===== src/rtl/ex_muldiv_pkg.sv =====
// ex_muldiv_pkg: funct codes, FSM state encoding and HI/LO-class decode for the EX mul/div unit.
package ex_muldiv_pkg;
  localparam logic [5:0] FUNCT_MFHI  = 6'h10;
  localparam logic [5:0] FUNCT_MTHI  = 6'h11;
  localparam logic [5:0] FUNCT_MFLO  = 6'h12;
  localparam logic [5:0] FUNCT_MTLO  = 6'h13;
  localparam logic [5:0] FUNCT_MULT  = 6'h18;
  localparam logic [5:0] FUNCT_MULTU = 6'h19;
  localparam logic [5:0] FUNCT_DIV   = 6'h1A;
  localparam logic [5:0] FUNCT_DIVU  = 6'h1B;
  localparam int MULDIV_STATE_BUS = 2;
  typedef enum logic [MULDIV_STATE_BUS-1:0] {
    MULDIV_IDLE,
    MULDIV_MUL,
    MULDIV_DIV,
    MULDIV_FIX
  } muldiv_state_e;
  function automatic logic is_hilo(input logic [5:0] f);
    return f inside {FUNCT_MFHI, FUNCT_MTHI, FUNCT_MFLO, FUNCT_MTLO,
                     FUNCT_MULT, FUNCT_MULTU, FUNCT_DIV, FUNCT_DIVU};
  endfunction
endpackage


===== src/rtl/ex_muldiv_div_core.sv =====
// muldiv_div_core: unsigned restoring divider, one quotient bit per step; done flags the last step.
module muldiv_div_core #(
  parameter int ITERS = 32
) (
  input  logic             clk,
  input  logic             rst_n,
  input  logic             start,
  input  logic             step,
  input  logic [ITERS-1:0] dividend,
  input  logic [ITERS-1:0] divisor,
  output logic [ITERS-1:0] quo,
  output logic [ITERS-1:0] rem,
  output logic             done
);
  localparam int CW = $clog2(ITERS);
  localparam logic [CW-1:0] LAST = CW'(ITERS - 1);
  logic [ITERS-1:0] quo_q, quo_d, rem_q, rem_d, dvs_q, dvs_d;
  logic [CW-1:0] cnt_q, cnt_d;
  logic [ITERS:0] trial, diff;
  // The dividend is shifted out of quo_q's top while quotient bits enter at the bottom.
  always_comb begin
    trial = {rem_q, quo_q[ITERS-1]};
    diff = trial - {1'b0, dvs_q};
    quo_d = start ? dividend : step ? {quo_q[ITERS-2:0], ~diff[ITERS]} : quo_q;
    rem_d = start ? '0 : step ? (diff[ITERS] ? trial[ITERS-1:0] : diff[ITERS-1:0]) : rem_q;
    dvs_d = start ? divisor : dvs_q;
    cnt_d = start ? '0 : step ? cnt_q + CW'(1) : cnt_q;
  end
  always_ff @(posedge clk or negedge rst_n)
    if (!rst_n) begin
      quo_q <= '0;
      rem_q <= '0;
      dvs_q <= '0;
      cnt_q <= '0;
    end else begin
      quo_q <= quo_d;
      rem_q <= rem_d;
      dvs_q <= dvs_d;
      cnt_q <= cnt_d;
    end
  assign quo = quo_q;
  assign rem = rem_q;
  assign done = cnt_q == LAST;
endmodule


===== src/rtl/ex_muldiv.sv =====
// ex_muldiv: EX-stage MULT/DIV unit with HI/LO registers and HI/LO hazard stall.
// Define MULDIV_ITER_MUL_EN for a 32-step shift-add multiplier in place of the single-cycle product.
module ex_muldiv import ex_muldiv_pkg::*; #(
  parameter int DIV_ITERS = 32
) (
  input  logic        clk,
  input  logic        rst_n,
  input  logic        valid,
  input  logic [5:0]  funct,
  input  logic [31:0] op_a,
  input  logic [31:0] op_b,
  input  logic        flush,
  output logic        stall,
  output logic        busy,
  output logic [31:0] rdata,
  output logic [31:0] hi,
  output logic [31:0] lo
);
  muldiv_state_e state_q, state_d;
  logic [31:0] hi_q, hi_d, lo_q, lo_d, abs_a, abs_b, quo, rem, fix_quo, fix_rem;
  logic neg_quo_q, neg_quo_d, neg_rem_q, neg_rem_d;
  logic sgn, is_mul, is_div, accept, div_start, div_step, div_done;
`ifdef MULDIV_ITER_MUL_EN
  logic [63:0] acc_q, acc_d, mcand_q, mcand_d;
  logic [31:0] mplier_q, mplier_d;
  logic [4:0] mcnt_q, mcnt_d;
  logic mul_q, mul_d;
`else
  logic [63:0] prod_q, prod_d;
`endif
  assign is_mul = funct == FUNCT_MULT || funct == FUNCT_MULTU;
  assign is_div = funct == FUNCT_DIV || funct == FUNCT_DIVU;
  assign sgn = funct == FUNCT_MULT || funct == FUNCT_DIV;
  assign abs_a = sgn && op_a[31] ? -op_a : op_a;
  assign abs_b = sgn && op_b[31] ? -op_b : op_b;
  assign busy = state_q != MULDIV_IDLE;
  assign stall = valid & busy & is_hilo(funct);
  assign accept = valid & ~busy & ~flush & is_hilo(funct);
  assign rdata = funct == FUNCT_MFHI ? hi_q : funct == FUNCT_MFLO ? lo_q : '0;
  assign fix_quo = neg_quo_q ? -quo : quo;
  assign fix_rem = neg_rem_q ? -rem : rem;
  assign hi = hi_q;
  assign lo = lo_q;
  muldiv_div_core #(.ITERS(DIV_ITERS)) u_div (
    .clk      (clk),
    .rst_n    (rst_n),
    .start    (div_start),
    .step     (div_step),
    .dividend (abs_a),
    .divisor  (abs_b),
    .quo      (quo),
    .rem      (rem),
    .done     (div_done)
  );
  always_comb begin
    state_d = state_q;
    hi_d = hi_q;
    lo_d = lo_q;
    neg_quo_d = neg_quo_q;
    neg_rem_d = neg_rem_q;
    div_start = 1'b0;
    div_step = 1'b0;
`ifdef MULDIV_ITER_MUL_EN
    acc_d = acc_q;
    mcand_d = mcand_q;
    mplier_d = mplier_q;
    mcnt_d = mcnt_q;
    mul_d = mul_q;
`else
    prod_d = prod_q;
`endif
    if (flush) state_d = MULDIV_IDLE;
    else case (state_q)
      MULDIV_IDLE: if (accept) begin
        hi_d = funct == FUNCT_MTHI ? op_a : hi_q;
        lo_d = funct == FUNCT_MTLO ? op_a : lo_q;
        neg_quo_d = sgn & (op_a[31] ^ op_b[31]);
        neg_rem_d = sgn & op_a[31];
        div_start = is_div;
        state_d = is_div ? MULDIV_DIV : is_mul ? MULDIV_MUL : MULDIV_IDLE;
`ifdef MULDIV_ITER_MUL_EN
        acc_d = '0;
        mcand_d = {32'b0, abs_a};
        mplier_d = abs_b;
        mcnt_d = '0;
        mul_d = is_mul;
`else
        // Sign- or zero-extending to 64 bits makes the low 64 product bits correct for both forms.
        prod_d = {{32{sgn & op_a[31]}}, op_a} * {{32{sgn & op_b[31]}}, op_b};
`endif
      end
      MULDIV_MUL: begin
`ifdef MULDIV_ITER_MUL_EN
        acc_d = acc_q + (mplier_q[0] ? mcand_q : '0);
        mcand_d = mcand_q << 1;
        mplier_d = mplier_q >> 1;
        mcnt_d = mcnt_q + 5'd1;
        state_d = mcnt_q == 5'd31 ? MULDIV_FIX : MULDIV_MUL;
`else
        {hi_d, lo_d} = prod_q;
        state_d = MULDIV_IDLE;
`endif
      end
      MULDIV_DIV: begin
        div_step = 1'b1;
        state_d = div_done ? MULDIV_FIX : MULDIV_DIV;
      end
      default: begin
`ifdef MULDIV_ITER_MUL_EN
        {hi_d, lo_d} = mul_q ? (neg_quo_q ? -acc_q : acc_q) : {fix_rem, fix_quo};
`else
        {hi_d, lo_d} = {fix_rem, fix_quo};
`endif
        state_d = MULDIV_IDLE;
      end
    endcase
  end
  always_ff @(posedge clk or negedge rst_n)
    if (!rst_n) begin
      state_q <= MULDIV_IDLE;
      hi_q <= '0;
      lo_q <= '0;
      neg_quo_q <= 1'b0;
      neg_rem_q <= 1'b0;
`ifdef MULDIV_ITER_MUL_EN
      acc_q <= '0;
      mcand_q <= '0;
      mplier_q <= '0;
      mcnt_q <= '0;
      mul_q <= 1'b0;
`else
      prod_q <= '0;
`endif
    end else begin
      state_q <= state_d;
      hi_q <= hi_d;
      lo_q <= lo_d;
      neg_quo_q <= neg_quo_d;
      neg_rem_q <= neg_rem_d;
`ifdef MULDIV_ITER_MUL_EN
      acc_q <= acc_d;
      mcand_q <= mcand_d;
      mplier_q <= mplier_d;
      mcnt_q <= mcnt_d;
      mul_q <= mul_d;
`else
      prod_q <= prod_d;
`endif
    end
endmodule

===== config.mk =====
export PLATFORM = sky130hd
export DESIGN_NAME = ex_muldiv
export DESIGN_NICKNAME = d
export VERILOG_FILES = /design/src/rtl/ex_muldiv_pkg.sv /design/src/rtl/ex_muldiv_div_core.sv /design/src/rtl/ex_muldiv.sv
export SDC_FILE = /design/constraint.sdc
export NUM_CORES = 2
export LEC_CHECK = 0
export BUFFER_PORTS_ARGS = -buffer_cell sky130_fd_sc_hd__buf_4
export CELL_PAD_IN_SITES_DETAIL_PLACEMENT = 1
export CELL_PAD_IN_SITES_GLOBAL_PLACEMENT = 2
export CORE_ASPECT_RATIO = 1.25
export CORE_UTILIZATION = 41
export DETAILED_ROUTE_END_ITERATION = 6
export HOLD_SLACK_MARGIN = 0.15
export PLACE_DENSITY = 0.8
export SKIP_CTS_REPAIR_TIMING = 1
export SYNTH_ARGS = -nofsm -noshare
export SYNTH_HDL_FRONTEND = slang
export SYNTH_SLANG_ARGS = --single-unit

===== constraint.sdc =====
create_clock -name clk -period 4.4 [get_ports clk]
set_input_delay 0.22 -clock clk [delete_from_list [all_inputs] [get_ports clk]]
set_output_delay 0.22 -clock clk [all_outputs]
set_load 0.01 [all_outputs]

# Word level (Yosys, flattened, before mapping)
# Index checks and enable logic that the tools add are counted.
[classes]
addsub = 6
multipliers = 1
n_eq_ne = 15
n_mux = 30
n_bitwise = 13
n_reduce_logical = 12
[op_table]
columns = ["operator", "count"]
rows = [
  ["$mux W32", 15],
  ["$pmux W32 S3", 2],
  ["$neg A32 Y32", 4],
  ["$mul A33 B33 Y64", 1],
  ["$eq A6 B5 Y1 const B", 8],
  ["$sub A33 B32 Y33", 1],
  ["$mux W5", 2],
  ["$and A1 B1 Y1", 8],
  ["$reduce_and A4 Y1", 2],
  ["$reduce_bool A8 Y1", 1],
  ["$mux W1", 7],
  ["$mux W2", 3],
  ["$ne A2 B2 Y1 const B", 3],
  ["$add A5 B1 Y5 const B", 1],
  ["$eq A5 B5 Y1 const B", 1],
  ["$not A1 Y1", 4],
  ["$pmux W2 S2", 1],
  ["$reduce_bool A2 Y1", 2],
  ["$logic_or A1 B1 Y1", 3],
  ["$ne A3 B3 Y1 const B", 1],
  ["$reduce_and A3 Y1", 1],
  ["$eq A2 B1 Y1 const B", 1],
  ["$eq A2 B2 Y1 const B", 1],
  ["$logic_and A1 B1 Y1", 2],
  ["2 further kinds", 2],
]
[word_totals]
reg_bits = 233
input_bits = 74
output_inout_bits = 98

# Logic depth before layout (Yosys ltp)
[depth]
ltp_word = 9
depth_mapped = 34
mapped_depth_nobuf = 31

# Cells and area by module
# A second synthesis with hierarchy kept.
[hier_totals]
hier_cells = 6035
hier_area_um2 = 53055.9
[modules_own_cells]
columns = ["mod", "n_inst", "cells_per_inst", "area_each_um2"]
rows = [
  ["ex_muldiv", 1, 5376, 46945.0],
  ["muldiv_div_core", 1, 659, 6110.9],
]

# Least setup slack after synthesis
# No wires, ideal clock.
[synth_path]
kind = "input to register"
from = "input funct[5]"
to = "register prod_q[59]"
arrival_ns = 8.879
required_ns = 4.265
setup_slack_ns = -4.614
path_stages = 32
cell_sequence = "nor3b_1 > nand2_1 > nor2_1 > and2_1 > clkbuf_1 > buf_1 > nand2_1 > inv_1 > fa_1 > fa_1 > fa_1 > inv_1 > fa_1 > inv_1 > fa_1 > fa_1 > inv_1 > fa_1 > fa_1 > inv_1 > ha_1 > and3_1 > clkbuf_1 > nand3_1 > nor2_1 > and3_1 > a32o_1 > o31ai_1 > o21ai_0 > a21oi_1 > xor2_1 > o21ai_0"
[synth_via]
elab_chain_cells = 4
elab_cells_between_ends = 15
classes_between = "mul (1); eq/ne (8); bitwise (3); reduce/logical (3)"
[synth_lines]
columns = ["element", "line", "rtl"]
rows = [
  ["from (decl)", "ex_muldiv.sv:9", "input logic [5:0] funct,"],
  ["$eq A6 B5 Y1 (on tied branches)", "ex_muldiv_pkg.sv:19, ex_muldiv.sv:33", ""],
  ["$logic_or A1 B1 Y1 or $reduce_bool A8 Y1 (tied branches)", "ex_muldiv.sv:33, ex_muldiv_pkg.sv:19", ""],
  ["$and A1 B1 Y1 (on tied branches)", "ex_muldiv.sv:89, ex_muldiv.sv:38", ""],
  ["$mul A33 B33 Y64 or $reduce_and A3 Y1 (tied branches)", "-", ""],
  ["to (signal assigned)", "ex_muldiv.sv:147", "prod_q <= prod_d;"],
  ["to (decl)", "ex_muldiv.sv:29", "logic [63:0] prod_q, prod_d;"],
]
# Parallel ways exist; a longest one is shown, timed or not.
# A chain may end at the register's enable or synchronous reset.

# Worst setup path in the final report
[layout_path]
from = "input funct[4]"
to = "register prod_q[56]"
# The elaborated chain is that of the path after synthesis.

==> results.toml <==
[floorplan]
die-area_mm2 = 0.130
die_y_um = 403
rows = 146
fp.coreArea_mm2 = 0.127
initial_core_util_pct = 41.5
io_pins = 172
die-width_um = 323

[worst_setup_path]
cp_max_fo = 5
rr_worst_depth = 15
reg2reg_slack_ns = 0.11
crit_start = "funct[4]"
crit_type = "input port to flop"
reg2reg_to = "u_div.rem[28]$_DFFE_PN0P_"
cp-end-kind = "flop"
crit_family = "adder cells"
critPathArrivalTime_ns = 7.78
worst-path-buf-inv = 10
r2r-start = "u_div.quo[31]$_DFFE_PN0P_"
cpMostUsedCell = "fa_1"
startpoint_type = "input port"
cpPeakStageDelay_ns = 0.63
required_ns = 4.80
worstSetupPathDepth = 33
slowest_stage = "fa_1"
cp-endpoint = "prod_q[56]$_DFFE_PN0P_"

[global_routing]
grt_usage_pct = 31.5
grt_pass1_wl_mm = 304
antenna_found_initial = 12
grt_overflow = 0
grt_max_degree = 104
grt_pass1_vias = 49080

[route]
viasPerCell = 5.32
wl_per_cell_um = 24.6
ant_nets = 0
route.detailed.drc = 0
drtPass1Iterations = 5
drt_iter0_drc = 2481
wl_mm = 204
dr_total_vias = 44012

[cells_and_area]
final_area_mm2 = 0.0640
mostFrequentLayoutCells = "inv_1, fa_1, nand2_1"
mostFrequentLayoutCell = "inv_1"
fin_util_pct = 50.3
finalNetCount = 7996
area.growth.synth_to_final_pct = 21.2
drive_gt1_share_pct = 18.8

[timing]
finalCritPeriodShare_pct = 168
worst_pin_slew_ns = 1.18
fin_skew_ns = 0.0160
layout_setup_ws_ns = -2.97
max_slew_margin_pct = 21.3
hold_violations = 0
setup_viol = 56
min_period_ns = 7.37
finalMaxSlewViolations = 0
rsz0062_at_grt = "true"
fmax_mhz = 136

[yosys]
syn_nets = 7490
seq_area_frac_synth_pct = 11.0
syn_area_mm2 = 0.0528
synth_ff_type = "dfrtp_1"
synth_edf_count = 0
ys_types = 85
syn_inst = 6039
ys_warn_count = 0
synth_seq_cells = 233
async_reset_ff_share_pct = 100
synth_area_per_cell_um2 = 8.75

[status]
violations = "setup timing"
status = "complete, but fails checks"

[clock_network]
root_buffer = "clkbuf_16"
cts_buffers = 26
clkSlewWorstSetupHoldPaths_ns = 0.06
htreeDepth = 1
cts_tree = "done"
cts.sinks = 233
insertion_delay_ns = 0.55
cts_buffer_depth = 3

[flow_run]
maxCapViolCount = 0

[place]
gp_congestion = 0.947
place_ws_ns = -3.72
place_area_mm2 = 0.0611
dp_hpwl_mm = 172
portBuffers = 171

[hold_path]
hp-class = "input port to flop"
==> worst min path at each step <==
stage               startpoint                         end  slack, ns  cells past startpoint
detailed placement       rst_n  u_div.cnt_q[2]$_DFFE_PN0P_       0.30                      1
CTS                      rst_n   u_div.rem[26]$_DFFE_PN0P_      -0.27                      1
floorplan                rst_n           hi[0]$_DFFE_PN0P_      -0.08                      0
global route          op_a[21]   u_div.quo[21]$_DFFE_PN0P_       0.16                      3
finish                op_a[21]   u_div.quo[21]$_DFFE_PN0P_       0.13                      3
global placement         rst_n  u_div.cnt_q[3]$_DFFE_PN0P_       0.29                      1
==> logic make-up after synthesis <==
group / count (synthesis) / share of synthesized area (%)
xor+xnor: 218 / 3.62
flops: 233 / 11.0
simple gates: 1814 / 15.5
fa+ha+maj: 1377 / 48.6
compound gates: 764 / 8.76
mux: 65 / 1.24
buf+inv: 1568 / 11.2
==> layer usage <==
metal  part of all wire [%]  global-route usage [%]  up-vias
li1                       -                       -    19237
met1                     39                    38.4    23159
met2                     50                    55.1     1215
met3                    4.8                    3.22      397
met4                    6.2                    15.6        4
met5                  0.011                       0        -
==> cell usage after synthesis, types with 4 or more instances <==
cell	n	area (µm²)
or4_1	15	113
xor2_1	71	622
a22oi_1	32	240
or3_1	12	75.1
nor3_1	30	150
clkbuf_1	310	1160
xnor2_1	147	1290
o21ai_0	245	1230
and3_1	36	225
ha_1	251	3140
a21oi_1	217	1090
buf_6	4	45.0
a31oi_1	13	81.3
dfrtp_1	233	5830
a211oi_1	24	180
nand4_1	18	113
mux2i_1	62	621
o21ai_1	23	115
nor2_1	215	807
nor4_1	15	93.8
fa_1	1126	22500
nor2b_1	36	225
o31ai_1	34	255
buf_1	73	274
or2_2	7	43.8
and2_1	291	1820
nand3b_1	4	30.0
a21o_1	74	556
and4_1	4	35.0
inv_1	1178	4420
nand3_1	37	185
o41ai_1	12	105
o211ai_1	10	75.1
o21bai_1	14	105
o21a_1	14	105
nand2_1	1052	3950
nand2b_1	21	131
==> state kept, by name, summed over array words and instances, names as in the netlist <==
register and flops:
u_div.rem 32, lo 32, u_div.dvs_q 32, u_div.cnt_q 5, hi 32, u_div.quo 32, prod_q 64, neg_rem_q 1
neg_quo_q 1, state_q 2
==> worst reg2reg max path: cells and delay by family (launching register included) <==
family	cells	cell delay, ns
compound gates	7	1.55
fa+ha+maj	2	0.62
buf+inv	3	0.50
flops	1	0.42
mux	1	0.23
simple gates	2	0.84
==> stage by stage <==
| stage | hold slack, ns | setup TNS (ns) | instances |
|---|---|---|---|
| floorplan | -0.0756 | -118.08 | 6039 |
| global placement | 0.295 | -156.82 | 8156 |
| detailed placement | 0.301 | -162.54 | 8156 |
| CTS | -0.269 | -130.91 | 8201 |
| global route | 0.162 | -130.26 | 8265 |
| finish | 0.134 | -120.98 | 8278 |
==> cell type report <==
class	count	area [µm²]
Timing Repair Buffer	866	8010
Clock inverter	7	138
Inverter	1179	4440
Fill cell	14767	63300
Clock buffer	38	767
Tap cell	1702	2130
Sequential cell	233	5840
Antenna cell	14	35.0
Multi-Input combinational cell	4239	42700
Power is left out: the tool's default activity adds up to more than one toggle a clock period on the data nets, which glitch-free logic cannot reach.
